`src/rtl/serial_arith_pkg.sv`:
```
// Shared types and full-subtractor helpers for the serial arithmetic units.
package serial_arith_pkg;

  typedef enum logic [1:0] {
    IDLE  = 2'd0,
    SHIFT = 2'd1,
    DONE  = 2'd2
  } state_t;

  localparam int DEF_WIDTH = 8;

  function automatic logic fs_diff(
    input logic a,
    input logic b,
    input logic bin
  );
    return a ^ b ^ bin;
  endfunction

  function automatic logic fs_borrow(
    input logic a,
    input logic b,
    input logic bin
  );
    return (~a & b) | (~(a ^ b) & bin);
  endfunction

endpackage

```
`src/rtl/serial_subtractor_if.sv`:
```
// Operand/result bundle for serial_subtractor.
// ovf exists only when SERIAL_SUB_OVERFLOW_EN is defined.
interface serial_subtractor_if
  import serial_arith_pkg::*;
#(
  parameter int WIDTH = DEF_WIDTH
);
  logic             start;
  logic [WIDTH-1:0] A;
  logic [WIDTH-1:0] B;
  logic             busy;
  logic             done;
  logic [WIDTH-1:0] diff;
  logic             borrow_out;
`ifdef SERIAL_SUB_OVERFLOW_EN
  logic             ovf;
`endif

  modport master (
    output start, A, B,
`ifdef SERIAL_SUB_OVERFLOW_EN
    input  ovf,
`endif
    input  busy, done, diff, borrow_out
  );

  modport slave (
    input  start, A, B,
`ifdef SERIAL_SUB_OVERFLOW_EN
    output ovf,
`endif
    output busy, done, diff, borrow_out
  );

endinterface

```
`src/rtl/full_subtractor.sv`:
```
// Combinational 1-bit full subtractor cell.
module full_subtractor
  import serial_arith_pkg::*;
(
  input  logic a,
  input  logic b,
  input  logic bin,
  output logic d,
  output logic bout
);

  assign d    = fs_diff(a, b, bin);
  assign bout = fs_borrow(a, b, bin);

endmodule

```
`src/rtl/serial_subtractor.sv`:
```
// Bit-serial A - B, LSB first, one full-subtractor cell.
// Optional signed overflow flag: SERIAL_SUB_OVERFLOW_EN.
module serial_subtractor
  import serial_arith_pkg::*;
#(
  parameter int WIDTH = DEF_WIDTH
)(
  input  logic               clk,
  input  logic               resetn,
  serial_subtractor_if.slave bus
);

  localparam int CW = $clog2(WIDTH) + 1;
  localparam logic [CW-1:0] LAST = CW'(WIDTH - 1);

  state_t           r_state;
  logic [WIDTH-1:0] r_a;
  logic [WIDTH-1:0] r_b;
  logic [WIDTH-1:0] r_diff;
  logic [CW-1:0]    r_cnt;
  logic             r_bw;
  logic             r_busy;
  logic             r_done;
  logic             w_d;
  logic             w_bout;
`ifdef SERIAL_SUB_OVERFLOW_EN
  logic             r_ovf;
`endif

  full_subtractor u_fs (
    .a    (r_a[0]),
    .b    (r_b[0]),
    .bin  (r_bw),
    .d    (w_d),
    .bout (w_bout)
  );

  always_ff @(posedge clk or negedge resetn) begin
    if (!resetn) begin
      r_state <= IDLE;
      r_a     <= '0;
      r_b     <= '0;
      r_diff  <= '0;
      r_cnt   <= '0;
      r_bw    <= 1'b0;
      r_busy  <= 1'b0;
      r_done  <= 1'b0;
`ifdef SERIAL_SUB_OVERFLOW_EN
      r_ovf   <= 1'b0;
`endif
    end else begin
      unique case (r_state)
        IDLE: begin
          if (bus.start) begin
            r_state <= SHIFT;
            r_a     <= bus.A;
            r_b     <= bus.B;
            r_diff  <= '0;
            r_cnt   <= '0;
            r_bw    <= 1'b0;
            r_busy  <= 1'b1;
`ifdef SERIAL_SUB_OVERFLOW_EN
            r_ovf   <= 1'b0;
`endif
          end
        end
        SHIFT: begin
          r_diff <= {w_d, r_diff[WIDTH-1:1]};
          r_a    <= r_a >> 1;
          r_b    <= r_b >> 1;
          r_bw   <= w_bout;
          r_cnt  <= r_cnt + 1'b1;
          // last edge: operand LSBs are now the original MSBs
          if (r_cnt == LAST) begin
            r_state <= DONE;
            r_busy  <= 1'b0;
            r_done  <= 1'b1;
`ifdef SERIAL_SUB_OVERFLOW_EN
            r_ovf   <= (r_a[0] ^ r_b[0]) & (r_a[0] ^ w_d);
`endif
          end
        end
        DONE: begin
          r_state <= IDLE;
          r_done  <= 1'b0;
        end
        default: begin
          r_state <= IDLE;
          r_busy  <= 1'b0;
          r_done  <= 1'b0;
        end
      endcase
    end
  end

  assign bus.busy       = r_busy;
  assign bus.done       = r_done;
  assign bus.diff       = r_diff;
  assign bus.borrow_out = r_bw;
`ifdef SERIAL_SUB_OVERFLOW_EN
  assign bus.ovf        = r_ovf;
`endif

endmodule

```
`src/flat_wrapper.sv`:
```
// flat-port wrapper written by rule: the top's interface ports become plain ports
module serial_subtractor_flat import serial_arith_pkg::*;
#(
  parameter int WIDTH = DEF_WIDTH
)
  (clk, resetn, bus_start, bus_A, bus_B, bus_busy, bus_done, bus_diff, bus_borrow_out);
  serial_subtractor_if #(.WIDTH(WIDTH)) bus_i ();
  input  logic clk;
  input  logic resetn;
  input wire logic [$bits(bus_i.start)-1:0] bus_start;
  input wire logic [$bits(bus_i.A)-1:0] bus_A;
  input wire logic [$bits(bus_i.B)-1:0] bus_B;
  output wire logic [$bits(bus_i.busy)-1:0] bus_busy;
  output wire logic [$bits(bus_i.done)-1:0] bus_done;
  output wire logic [$bits(bus_i.diff)-1:0] bus_diff;
  output wire logic [$bits(bus_i.borrow_out)-1:0] bus_borrow_out;
  assign bus_i.start = bus_start;
  assign bus_i.A = bus_A;
  assign bus_i.B = bus_B;
  assign bus_busy = bus_i.busy;
  assign bus_done = bus_i.done;
  assign bus_diff = bus_i.diff;
  assign bus_borrow_out = bus_i.borrow_out;
  serial_subtractor #(.WIDTH(WIDTH)) u_core (.clk(clk), .resetn(resetn), .bus(bus_i));
endmodule
```
`config.mk`:
```
export PLATFORM = sky130hd
export DESIGN_NAME = serial_subtractor_flat
export DESIGN_NICKNAME = d
export VERILOG_FILES = /design/src/rtl/serial_arith_pkg.sv /design/src/rtl/serial_subtractor_if.sv /design/src/rtl/full_subtractor.sv /design/src/rtl/serial_subtractor.sv /design/src/flat_wrapper.sv
export SDC_FILE = /design/constraint.sdc
export NUM_CORES = 1
export LEC_CHECK = 0
export CORE_MARGIN = 10
export CORE_UTILIZATION = 29
export DETAILED_ROUTE_END_ITERATION = 16
export GPL_ROUTABILITY_DRIVEN = 0
export PLACE_DENSITY = 0.5
export SLEW_MARGIN = 20
export SYNTH_ARGS = -nofsm -noshare
export SYNTH_HDL_FRONTEND = slang
export SYNTH_SLANG_ARGS = --single-unit
```
`constraint.sdc`:
```
create_clock -name clk -period 1.38 [get_ports clk]
set_input_delay 0.345 -clock clk [delete_from_list [all_inputs] [get_ports clk]]
set_output_delay 0.345 -clock clk [all_outputs]
set_load 0.02 [all_outputs]
```
==> out/qor.txt <==
clk_lat worst skew -> 0.28 ns
post-route insts no fill -> 217
hold violation count in the final report -> 0
CP required -> 1.03 ns
# diodes -> 0
post-route ant nets -> 0
Post-Syn Area per Cell -> 11.2 um^2
vias per cell -> 5.01
Die X -> 89.3 um
synthesis-stage register bit count -> 33
final instance area -> 1910 um^2
GRT overflow -> 0
WL final -> 3.33 mm
DRC errors left -> 0
# setup viols final -> 0
GRT Util Overall -> 9.17%
Starting Density -> 29.7%
area grow syn2layout -> 37.2%
vias in the first global route -> 1160
Post-Synthesis Cell Area -> 1390 um^2
sequential-to-total area share from yosys stat -> 59.4%
R2R cell count -> 3
Clock Tree Buf Depth -> 2
layout net count -> 183
CP Data Arrival Time -> 1.01 ns
CTS tree -> built
leakage -> 0.873 nW
dpl ws -> -0.235 ns
r2r setup slk -> 0.10 ns
Final Max Slew Viols -> 0
largest stage delay on the critical path -> 0.40 ns
pin count of the biggest net entering global routing -> 34
ys async rst share -> 100%
DR pass1 iterations -> 4
number of flops mapped to enable cells by yosys -> 0
Worst-path clk slew -> 0.06 ns
hpwl dp -> 2.39 mm
Pwr Total -> 3.80 mW
WHS -> 0.426 ns
Worst path slowest cell -> dfrtp_1
Critical Path Start Type -> flop
CTS sink count -> 33
syn_nets -> 145
via count -> 1088
Pwr Density -> 1990 nW/um^2
Num CTS Buffers -> 5
I/O pin total -> 30
Total Negative Setup Slacks -> 0 ns
Final Skew -> 0.00261 ns
critical path endpoint category -> output port
IO Port Bufs -> 29
Avg WL per Cell -> 15.4 um
core area -> 4690 um^2
HP Class -> input pin to asynchronous set/reset pin
Worst-Margin Slew -> 0.249 ns
post-synth cell types -> 25
Root Driver -> clkbuf_8
RSZ-0062 raised after global routing -> no
YS warnings -> 0
placed standard-cell area -> 1840 um^2
FF-to-FF End -> u_core.r_cnt[2]
layout cell share with drive strength beyond 1 -> 14.1%
status -> completed
Die Ht -> 89.3 um
first-pass GRT wire length -> 5.65 mm
H-tree levels -> 2
relative slew slack -> 83.4%
family with the most delay on the worst path -> flip-flops
Setup Crit Path Kind -> flop to output port
Tcrit/Tclk final -> 98.0%
VDD IR max -> 704 uV
initial DRC count -> 66
top_reg_cell synth -> dfrtp_1
Worst Path Max Fanout -> 3
min Tclk post-route -> 1.35 ns
number of cells after detailed placement -> 209
initial antenna violation count -> 0
Max-cap violations -> 0
post-layout util -> 40.7%
post-route setup slack -> 0.0270 ns
row count -> 25
Cells after Synth -> 124
Bufs and invs on worst path -> 1
die area -> 7970 um^2
r2r startpoint -> u_core.r_cnt[0]
Fmax -> 739 MHz
# fillers -> 463
critical-path cell list -> dlygate4sd2_1
how the worst max path moves through the flow:
stage	from	to	slack, ns	cells after the start
finish	u_core.bus.diff[1]	bus_diff[1]	0.03	1
floorplan	u_core.bus.borrow_out	u_core.bus.borrow_out	0.18	2
detailed placement	bus_start	u_core.r_b[7]	-0.23	5
global route	bus_start	u_core.r_b[7]	0.0001	5
CTS	u_core.bus.diff[7]	bus_diff[7]	0.02	1
global placement	bus_start	u_core.r_a[7]	-0.18	5
cell usage after synthesis, types with 2 or more instances:
library cell / n / share of area [%]
nor2b_1: 2 / 0.90
dfrtp_1: 33 / 59
buf_2: 6 / 2.2
nand2_1: 16 / 4.3
a22oi_1: 13 / 7.0
o22ai_1: 2 / 0.90
o21ai_1: 15 / 5.4
and3b_1: 2 / 1.3
a21oi_1: 4 / 1.4
buf_4: 2 / 1.1
nor2_1: 3 / 0.81
inv_1: 2 / 0.54
a22o_1: 12 / 7.6
logic make-up after synthesis:
| kind of cell | count (synthesis) | share of synthesized area [%] |
|---|---|---|
| adders and majority gates | 2 | 2.34 |
| and+or+nand+nor | 27 | 9.26 |
| AOI/OAI and AO/OA | 49 | 23.9 |
| muxes | 1 | 0.809 |
| buffers and inverters | 12 | 4.32 |
| DFF | 33 | 59.4 |
flip-flops by register name, summed over array words and instances, names as in the netlist:
signal / flops
u_core.bus.borrow_out: 1
u_core.r_a: 8
u_core.r_b: 8
u_core.bus.done: 1
u_core.bus.busy: 1
u_core.bus.diff: 8
u_core.r_cnt: 4
u_core.r_state: 2
per-layer routing:
metal / share of wire, % / GRT usage, % / up-vias
met3: 8.4 / 4.47 / 7
li1: - / - / 525
met5: 0 / 0 / -
met2: 46 / 13.9 / 30
met4: 1.7 / 4.62 / 0
met1: 44 / 10.5 / 526
cell usage in the layout, fill, tap and decap left out, types with 2 or more instances in the layout:
| cell | synthesis | layout |
|---|---|---|
| nor2_1 | 3 | 3 |
| dfrtp_1 | 33 | 33 |
| dlygate4sd2_1 | 0 | 8 |
| clkbuf_8 | 0 | 5 |
| clkinv_2 | 0 | 2 |
| a22oi_1 | 13 | 13 |
| nand2_1 | 16 | 16 |
| clkdlybuf4s15_1 | 0 | 2 |
| and3b_1 | 2 | 2 |
| a22o_1 | 12 | 12 |
| buf_4 | 2 | 7 |
| o22ai_1 | 2 | 2 |
| buf_12 | 0 | 4 |
| nor2b_1 | 2 | 2 |
| inv_1 | 2 | 2 |
| a21oi_1 | 4 | 4 |
| o21ai_1 | 15 | 15 |
| clkdlybuf4s50_1 | 0 | 18 |
worst register-to-register path, cell delays in order, from the launching register on:
cell and delay (ns):
dfrtp_1 0.42, ha_1 0.23, mux2_2 0.35, a22o_1 0.18
cell type report:
type | instances | area, um^2 | share of cell area [%]
well taps | 54 | 67.6 | 3.54
clock buffers | 6 | 72.6 | 3.80
clock inverters | 2 | 10.0 | 0.524
flip-flops and latches | 33 | 826 | 43.3
inverters | 3 | 11.3 | 0.590
repair buffers | 40 | 408 | 21.4
multi-input cells | 79 | 514 | 26.9
repair_timing:
item                                    4_1_cts  5_1_grt
cloned                                        0        0
hold buffers                                  0        0
hold endpoints to repair                      0        0
endpoints found under the setup margin       11        4
gates resized for setup                      11        5
setup buffers                                 0        0
power by group:
part	leakage, nW	switching [mW]	total [mW]	internal (mW)
registers	0.423	0.258	1.58	1.33
clock network	0.0450	0.327	0.676	0.349
logic	0.405	0.778	1.54	0.759
total	0.873	1.36	3.80	2.43
(Power assumes the default switching activity.)
==> RTL change, RTL diff (same settings) <==
Set the package constant `DEF_WIDTH` to 16 (it was 8).
--- a/src/rtl/serial_arith_pkg.sv
+++ b/src/rtl/serial_arith_pkg.sv
@@ -9,3 +9,3 @@
 
-  localparam int DEF_WIDTH = 8;
+  localparam int DEF_WIDTH = 16;
 
Interface: changed (resized bus_A, bus_B and bus_diff); port bits go from 30 to 54. The function was not compared with the original's and may differ.
==> RTL change against the original RTL <==
The run now ends with hold timing left; hold slack worse by 0.43 ns; area after synthesis is 96% higher; wire length is 120% higher; total power is 89% higher; die area is 72% higher; sequential cell count is 25 higher; setup slack better by 0.021 ns; final area is 88% higher.
==> RTL change: results (changes against the original RTL) <==
[clock_tree]
root_buffer = clkbuf_8
clk_path_buf_depth = 2  ; unchanged
worstSkewPairLatency_ns = 0.33  ; +0.05 ns
h-tree-depth = 3  ; +1
cts_buffers = 9  ; +4
cts.clk_slew.worst_paths_ns = 0.07

[sta]
worst_pin_slew_ns = 0.326  ; +0.0769 ns
hold_viol = 1  ; +1
skew_ns = 0.00732  ; +0.00471 ns
hold_ws_ns = -0.00180  ; -0.428 ns

[global_route]
grt_max_degree = 59  ; +74%
use_met3_pct = 4.18  ; -0.29 points
grt_pass1_vias = 2261  ; +95%
use_met2_pct = 16.9  ; +3.0 points
grt_antenna_before_repair = 0  ; unchanged
grt_pass1_wl_um = 11900  ; +110%
grtUsageMet1_pct = 14.4  ; +4.0 points
grt_use_total_pct = 11.2  ; +2.0 points

[power_and_ir_drop]
peakVddDrop_mv = 0.901  ; +28%
p_leak_nw = 1.60  ; +84%

[worst_setup_path]
worstPathMaxFanout = 3  ; unchanged
worstPathArrival_ns = 0.99  ; -0.02 ns
cp_slowest_stage_delay_ns = 0.39
cpMaxStageDelayCell = dfrtp_1
cp_top_family = flip-flops

[status]
violations = hold timing
status = finished with violations

[synth]
synthTopCellsByCount = dfrtp_1, a21oi_1, a22oi_1, o21ai_0, nor2b_1
synthTopCellsByArea = dfrtp_1, a22oi_1, a21oi_1
synth_fa_ha_area_share_pct = 1.65  ; -0.69 points
ys_seq_area_share_pct = 53.2  ; -6.2 points
synthMuxAreaShare_pct = 0.367  ; -0.44 points
yosys_warnings = 0  ; unchanged
synth_nets = 296  ; +100%
yosysUniqueCellTypes = 27  ; +8.0%
synth_compound_area_share_pct = 27.7  ; +3.8 points
synth_xor_area_share_pct = 0  ; unchanged

[placed_design]
place_ws_ns = -0.283  ; -0.0486 ns
io_buffers = 53  ; +83%
dp_hpwl_um = 4550  ; +90%

[cells_and_area]
nNetsFinal = 357  ; +95%
nFillCells = 911  ; +97%
drive_above_1_share_pct = 18.3  ; +4.2 points
num_antenna_cells = 0  ; unchanged

[routing]
postRouteWirelength_um = 7340  ; +120%
drt-initial-drc-count = 95  ; +44%
firstDrtPassIters = 4  ; unchanged
avgViaCountPerCell = 5.01  ; about the same

[min_path]
hold_class = input pin to asynchronous set/reset pin

-- RTL change: repair_timing --
item,in CTS,in global routing
setup endpoints to repair,19,26
gates resized for setup,56,21
hold buffers,0,0
gates cloned,0,1
-- RTL change: final timing paths --
kind | startpoint | end | slack [ns] | cells after the start
max | u_core.bus.diff[8]$_DFFE_PN0P_ | bus_diff[8] | 0.05 | 1
min | resetn | u_core.bus.diff[12]$_DFFE_PN0P_ | -0.002 | 2
max reg2reg | u_core.r_cnt[1]$_DFFE_PN0P_ | u_core.r_cnt[4]$_DFFE_PN0P_ | 0.07 | 4
min reg2reg | u_core.r_cnt[4]$_DFFE_PN0P_ | u_core.r_cnt[4]$_DFFE_PN0P_ | 0.49 | 2
max in group asynchronous | resetn | u_core.r_state[1]$_DFFE_PN0P_ | 1.09 | 2
min in group clk | u_core.r_cnt[4]$_DFFE_PN0P_ | u_core.r_cnt[4]$_DFFE_PN0P_ | 0.49 | 2
-- RTL change: power breakdown --
group	switching (mW)	leakage, nW	internal, mW
sequential	0.483	0.751	2.36
combinational	1.47	0.752	1.35
clock	0.673	0.101	0.832
-- RTL change: final cells by class --
cell class	count	area, sq um	share of cell area (%)
multi-input cells	175	1130	31.5
clock buffers	13	179	4.98
inverters	3	11.3	0.314
well taps	111	139	3.87
repair buffers	72	668	18.6
clock inverters	2	10.0	0.279
flip-flops and latches	58	1450	40.5
-- RTL change: per-stage QoR --
step | instances | area, sq um
finish | 434 | 3590
global route | 434 | 3590
CTS | 433 | 3640
detailed placement | 418 | 3430
global placement | 418 | 3430
floorplan | 258 | 2730
-- RTL change: metal layers --
layer	wire (um)	part of all wire (%)	vias to the layer above
met5	0	0	-
met4	76	1.0	0
met3	328	4.5	6
met2	3420	47	41
met1	3510	48	1065
li1	-	-	1062
